### src/rtl/oddr_gearbox_pkg.sv
// Shared sizing helpers and constants for the ODDR parallel-to-DDR gearbox.
package oddr_gearbox_pkg;

    localparam int STAT_W = 16;

    function automatic int beats(input int data_w);
        return data_w / 2;
    endfunction

    // One-beat words still get a 1-bit counter so the port never collapses to zero width.
    function automatic int cnt_w(input int data_w);
        int b;
        b = beats(data_w);
        return (b <= 1) ? 1 : $clog2(b);
    endfunction

endpackage

### src/rtl/oddr_gearbox_skid.sv
// One-entry hold register in front of the gearbox shifter; refills in the
// same edge it hands its word to the shifter so the lane runs back to back.
module oddr_gearbox_skid
    import oddr_gearbox_pkg::*;
#(
    parameter int DATA_W = 8
) (
    input  logic              C,
    input  logic              R_N,
    input  logic              CE,
    input  logic [DATA_W-1:0] IN_DATA,
    input  logic              IN_VALID,
    input  logic              LOAD,
    output logic [DATA_W-1:0] HOLD,
    output logic              HV,
    output logic              IN_READY
);

    logic [DATA_W-1:0] r_hold;
    logic              r_hv;
    logic              w_ready;
    logic              w_accept;

    assign w_ready  = CE && (!r_hv || LOAD);
    assign w_accept = IN_VALID && w_ready;

    always_ff @(posedge C or negedge R_N) begin
        if (!R_N) begin
            r_hold <= '0;
            r_hv   <= 1'b0;
        end else if (CE) begin
            if (w_accept) begin
                r_hold <= IN_DATA;
                r_hv   <= 1'b1;
            end else if (LOAD) begin
                r_hv   <= 1'b0;
            end
        end
    end

    assign HOLD     = r_hold;
    assign HV       = r_hv;
    assign IN_READY = w_ready;

endmodule

### src/rtl/oddr_gearbox.sv
// Parallel-to-DDR gearbox feeding ODDR D1/D2, LSB pair first, INIT level when idle.
// Optional statistics counters are enabled with `define ODDR_GEARBOX_STATS_EN.
module oddr_gearbox
    import oddr_gearbox_pkg::*;
#(
    parameter int   DATA_W = 8,
    parameter logic INIT   = 1'b0
) (
    input  logic              C,
    input  logic              R_N,
    input  logic              CE,
    input  logic [DATA_W-1:0] IN_DATA,
    input  logic              IN_VALID,
    output logic              IN_READY,
    output logic              D1,
    output logic              D2,
    output logic              ACTIVE,
    output logic              UNDERRUN
`ifdef ODDR_GEARBOX_STATS_EN
    ,
    output logic [STAT_W-1:0] WORD_CNT,
    output logic [STAT_W-1:0] UNDERRUN_CNT
`endif
);

    localparam int BEATS = beats(DATA_W);
    localparam int CNT_W = cnt_w(DATA_W);
    localparam logic [CNT_W-1:0] LAST_CNT = CNT_W'(BEATS - 1);
    localparam logic [DATA_W-1:0] IDLE_WORD = {DATA_W{INIT}};
    // Top two bit positions, refilled with INIT as the word shifts down.
    localparam logic [DATA_W-1:0] TOP_MASK = ~({DATA_W{1'b1}} >> 2);

    logic [DATA_W-1:0] r_sr;
    logic [CNT_W-1:0]  r_cnt;
    logic              r_active;
    logic              r_underrun;

    logic [DATA_W-1:0] w_hold;
    logic              w_hv;
    logic              w_last;
    logic              w_load;
    logic [DATA_W-1:0] w_shifted;

    assign w_last    = r_active && (r_cnt == LAST_CNT);
    assign w_load    = w_hv && (!r_active || w_last);
    assign w_shifted = (r_sr >> 2) | (IDLE_WORD & TOP_MASK);

    oddr_gearbox_skid #(
        .DATA_W (DATA_W)
    ) u_skid (
        .C        (C),
        .R_N      (R_N),
        .CE       (CE),
        .IN_DATA  (IN_DATA),
        .IN_VALID (IN_VALID),
        .LOAD     (w_load),
        .HOLD     (w_hold),
        .HV       (w_hv),
        .IN_READY (IN_READY)
    );

    always_ff @(posedge C or negedge R_N) begin
        if (!R_N) begin
            r_sr       <= IDLE_WORD;
            r_cnt      <= '0;
            r_active   <= 1'b0;
            r_underrun <= 1'b0;
        end else if (CE) begin
            if (w_load) begin
                r_sr     <= w_hold;
                r_cnt    <= '0;
                r_active <= 1'b1;
            end else if (r_active && !w_last) begin
                r_sr     <= w_shifted;
                r_cnt    <= r_cnt + 1'b1;
            end else begin
                r_sr     <= IDLE_WORD;
                r_active <= 1'b0;
            end
            r_underrun <= w_last && !w_hv;
        end else begin
            r_underrun <= 1'b0;
        end
    end

    assign D1       = r_sr[0];
    assign D2       = r_sr[1];
    assign ACTIVE   = r_active;
    assign UNDERRUN = r_underrun;

`ifdef ODDR_GEARBOX_STATS_EN
    logic [STAT_W-1:0] r_word_cnt;
    logic [STAT_W-1:0] r_underrun_cnt;

    // Count at the edge that creates the event, so a frozen CE never double counts.
    always_ff @(posedge C or negedge R_N) begin
        if (!R_N) begin
            r_word_cnt     <= '0;
            r_underrun_cnt <= '0;
        end else if (CE) begin
            if (w_load && (r_word_cnt != {STAT_W{1'b1}}))
                r_word_cnt <= r_word_cnt + 1'b1;
            if (w_last && !w_hv && (r_underrun_cnt != {STAT_W{1'b1}}))
                r_underrun_cnt <= r_underrun_cnt + 1'b1;
        end
    end

    assign WORD_CNT     = r_word_cnt;
    assign UNDERRUN_CNT = r_underrun_cnt;
`endif

endmodule

### config.mk
export PLATFORM = sky130hd
export DESIGN_NAME = oddr_gearbox
export DESIGN_NICKNAME = d
export VERILOG_FILES = /design/src/rtl/oddr_gearbox_pkg.sv /design/src/rtl/oddr_gearbox_skid.sv /design/src/rtl/oddr_gearbox.sv
export SDC_FILE = /design/constraint.sdc
export NUM_CORES = 1
export LEC_CHECK = 0
export CORE_MARGIN = 2
export CORE_UTILIZATION = 53
export DETAILED_ROUTE_END_ITERATION = 6
export GPL_ROUTABILITY_DRIVEN = 1
export GPL_TIMING_DRIVEN = 0
export PLACE_DENSITY = 0.81
export SYNTH_ARGS = -nofsm -noshare
export SYNTH_HDL_FRONTEND = slang
export SYNTH_SLANG_ARGS = --single-unit
### constraint.sdc
create_clock -name C -period 3.65 [get_ports C]
set_input_delay 0.9125 -clock C [delete_from_list [all_inputs] [get_ports C]]
set_output_delay 0.9125 -clock C [all_outputs]
set_load 0.005 [all_outputs]
==> impl_metrics.py <==
metrics = {
    "status": {
        "outcome": "completed",
    },
    "run": {
        "cap_violations": 0,
    },
    "worst_setup_path": {
        "cp.required_ns": 2.74,
        "worstPathArrival_ns": 2.13,
        "crit_path_start": "CE",
        "worst-r2r-setup-slack_ns": 2.17,
        "critPathCaptureType": "output pin",
        "reg2reg_to": "u_skid.HOLD[6]",
        "reg2regPathDepth": 4,
        "path_max_fanout": 4,
        "worstSetupStartpointType": "primary input",
        "path_class": "primary input to output pin",
        "r2r_start": "r_cnt[0]",
    },
    "logic_synthesis": {
        "synth_area_sq_um": 902,
        "ys_warn_count": 0,
        "syn_avg_cell_area_sq_um": 11.3,
        "synthCells": 80,
        "ys_seq_elements": 21,
        "synth_fp_nets": 93,
        "netlist-cell-type-count": 23,
        "yosysSeqAreaShare": 0.583,
    },
    "pwr": {
        "internal_power_mw": 0.543,
        "p_leak_nw": 0.479,
        "p_seq_frac": 0.485,
        "pwr-share-comb": 0.379,
        "pwr-share-clk": 0.136,
        "p_sw_mw": 0.273,
        "ir_drop_mv": 0.456,
        "p_sw_frac": 0.335,
        "p_per_area_nw_per_um2": 737,
    },
    "layout": {
        "diodes": 0,
        "final_common_cell": "dfrtp_1",
        "fin_util": 0.711,
        "final_cell_mix": "21 x dfrtp_1, 16 x clkdlybuf4s50_1, 9 x nand2_1",
        "nFillCells": 122,
        "nNetsFinal": 114,
        "area_delta_synth_final_pct": 22.9,
        "instances_no_fill": 116,
        "drive_gt1_frac": 0.170,
    },
    "clock_tree": {
        "cts_made_buffers": 3,
        "postCtsHoldBufs": 0,
        "cts.reportedPaths.clkPinSlew_ns": 0.11,
        "cts-resized-gates": 0,
        "cts.sinks": 21,
        "clk_latency_ns": 0.30,
        "cts_setup_buffers": 0,
        "clock-root-buffer": "clkbuf_4",
        "cts_tree": "done",
        "htreeDepth": 1,
        "clockBufferDepth": 2,
    },
    "worst_hold_path": {
        "min_to": "r_cnt[1]",
        "min-delay-start": "r_cnt[1]",
        "min_path_type": "flip-flop to flip-flop",
        "min_delay_path_depth": 1,
    },
    "sta": {
        "finalSetupViolations": 0,
        "fin_crit_sh": 0.833,
        "tightest_slew_ns": 0.900,
        "fin_ws_ns": 0.609,
        "rsz0062_at_grt": "false",
        "hold_viol": 0,
        "fin_setup_tns_ns": 0,
        "relSlewSlack": 0.398,
        "skew_ns": 0.00251,
        "fmax_ghz": 0.329,
        "finalHoldWorstSlack_ns": 0.518,
        "fin_crit_ns": 3.04,
        "slew_violations": 0,
    },
    "placement": {
        "dp.final_hpwl_microns": 1190,
        "gp_congestion": 0.764,
        "post-place-ws_ns": 0.613,
        "io_buffers": 16,
        "place_inst": 112,
    },
    "floorplanning": {
        "core_area_sq_um": 1560,
        "die_h_microns": 45.3,
        "dieArea_sq_um": 2050,
        "die_w_microns": 45.3,
        "start_util": 0.579,
        "rows": 14,
        "io_pins": 17,
    },
    "global_route": {
        "grt_pass1_wl_microns": 2960,
        "grt_pass1_vias": 675,
        "grt_use_total": 0.202,
        "antenna_found_initial": 0,
        "grt_remaining_overflow": 0,
        "grt_start_max_net_pins": 22,
    },
    "detailed_routing": {
        "via_count": 686,
        "drc_errors": 0,
        "drtIter0Drc": 25,
        "dr.pass1.iters": 4,
        "wl_per_cell_microns": 14.5,
        "drt-total-wl_microns": 1680,
        "drtAntennaViolNets": 0,
        "viasPerCell": 5.91,
    },
}
-- per-stage QoR --
| step | power [mW] | area (sq um) |
|---|---|---|
| after floorplan | 0.598 | 902 |
| after global placement | 0.694 | 1080 |
| after detailed placement | 0.712 | 1080 |
| after CTS | 0.821 | 1110 |
| after global routing | 0.875 | 1110 |
| final | 0.817 | 1110 |
-- layout make-up --
type | count | area (sq um) | area share
buffer | 5 | 26.3 | 0.0237
inverter | 3 | 11.3 | 0.0102
sequential | 21 | 526 | 0.474
timing repair buffer | 16 | 160 | 0.144
tap | 16 | 20.0 | 0.0181
multi-input combinational | 51 | 339 | 0.306
clock buffer | 4 | 26.3 | 0.0237
-- critical path, stage by stage --
cell and delay (ns):
clkdlybuf4s50_1 0.51, inv_1 0.08, a21oi_1 0.12, clkdlybuf4s50_1 0.51
-- cells in the mapped netlist --
cell type | count | area (sq um)
a21oi_1 | 1 | 5.00
a32o_1 | 1 | 10.0
mux2_2 | 8 | 90.1
clkbuf_1 | 1 | 3.75
nor2_1 | 6 | 22.5
o21ai_0 | 3 | 15.0
buf_2 | 3 | 15.0
buf_4 | 1 | 7.51
a22o_1 | 1 | 8.76
nand3_1 | 6 | 30.0
nor3_1 | 1 | 5.00
a31oi_1 | 6 | 37.5
o21ai_1 | 1 | 5.00
inv_1 | 3 | 11.3
dfrtp_1 | 21 | 526
a21oi_4 | 1 | 16.3
nand2b_1 | 1 | 6.26
a21o_1 | 1 | 7.51
nor2b_4 | 1 | 13.8
nand2_1 | 9 | 33.8
nand4_1 | 2 | 12.5
ha_1 | 1 | 12.5
nor3b_1 | 1 | 7.51
-- kinds of logic after synthesis --
logic type                 after synthesis  share of synthesized area
adders and majority gates                1                     0.0139
muxes                                    8                     0.0999
buffers and inverters                    8                     0.0416
AOI/OAI and AO/OA                       15                      0.117
and+or+nand+nor                         27                      0.146
DFF                                     21                      0.583
-- metal layers --
layer | GRT usage | routed length [microns] | up-vias
li1 | - | - | 320
met1 | 0.265 | 755 | 332
met2 | 0.314 | 810 | 28
met3 | 0.0320 | 83 | 6
met4 | 0.118 | 33 | 0
met5 | 0 | 0 | -
-- registers in the layout, indices dropped and copies added (netlist names) --
name,cells
u_skid.HV,1
ACTIVE,1
r_cnt,2
r_sr,8
UNDERRUN,1
u_skid.HOLD,8
-- power groups by stage --
stage / clock network (mW) / registers [mW] / logic, mW
2_1_floorplan: 0 / 0.385 / 0.214
3_3_place_gp: 0 / 0.396 / 0.297
3_5_place_dp: 0 / 0.401 / 0.310
4_1_cts: 0.112 / 0.397 / 0.311
5_1_grt: 0.119 / 0.410 / 0.346
6_report: 0.111 / 0.396 / 0.309
-- worst max path at each step --
stage               endpoint  slack, ns  depth (start not counted)
global placement    IN_READY       0.61                          4
CTS                 IN_READY       0.61                          4
floorplan           IN_READY       1.66                          2
detailed placement  IN_READY       0.61                          4
finish              IN_READY       0.61                          4
global route        IN_READY       0.56                          4
Note: power is estimated with default switching activity, not from simulation.
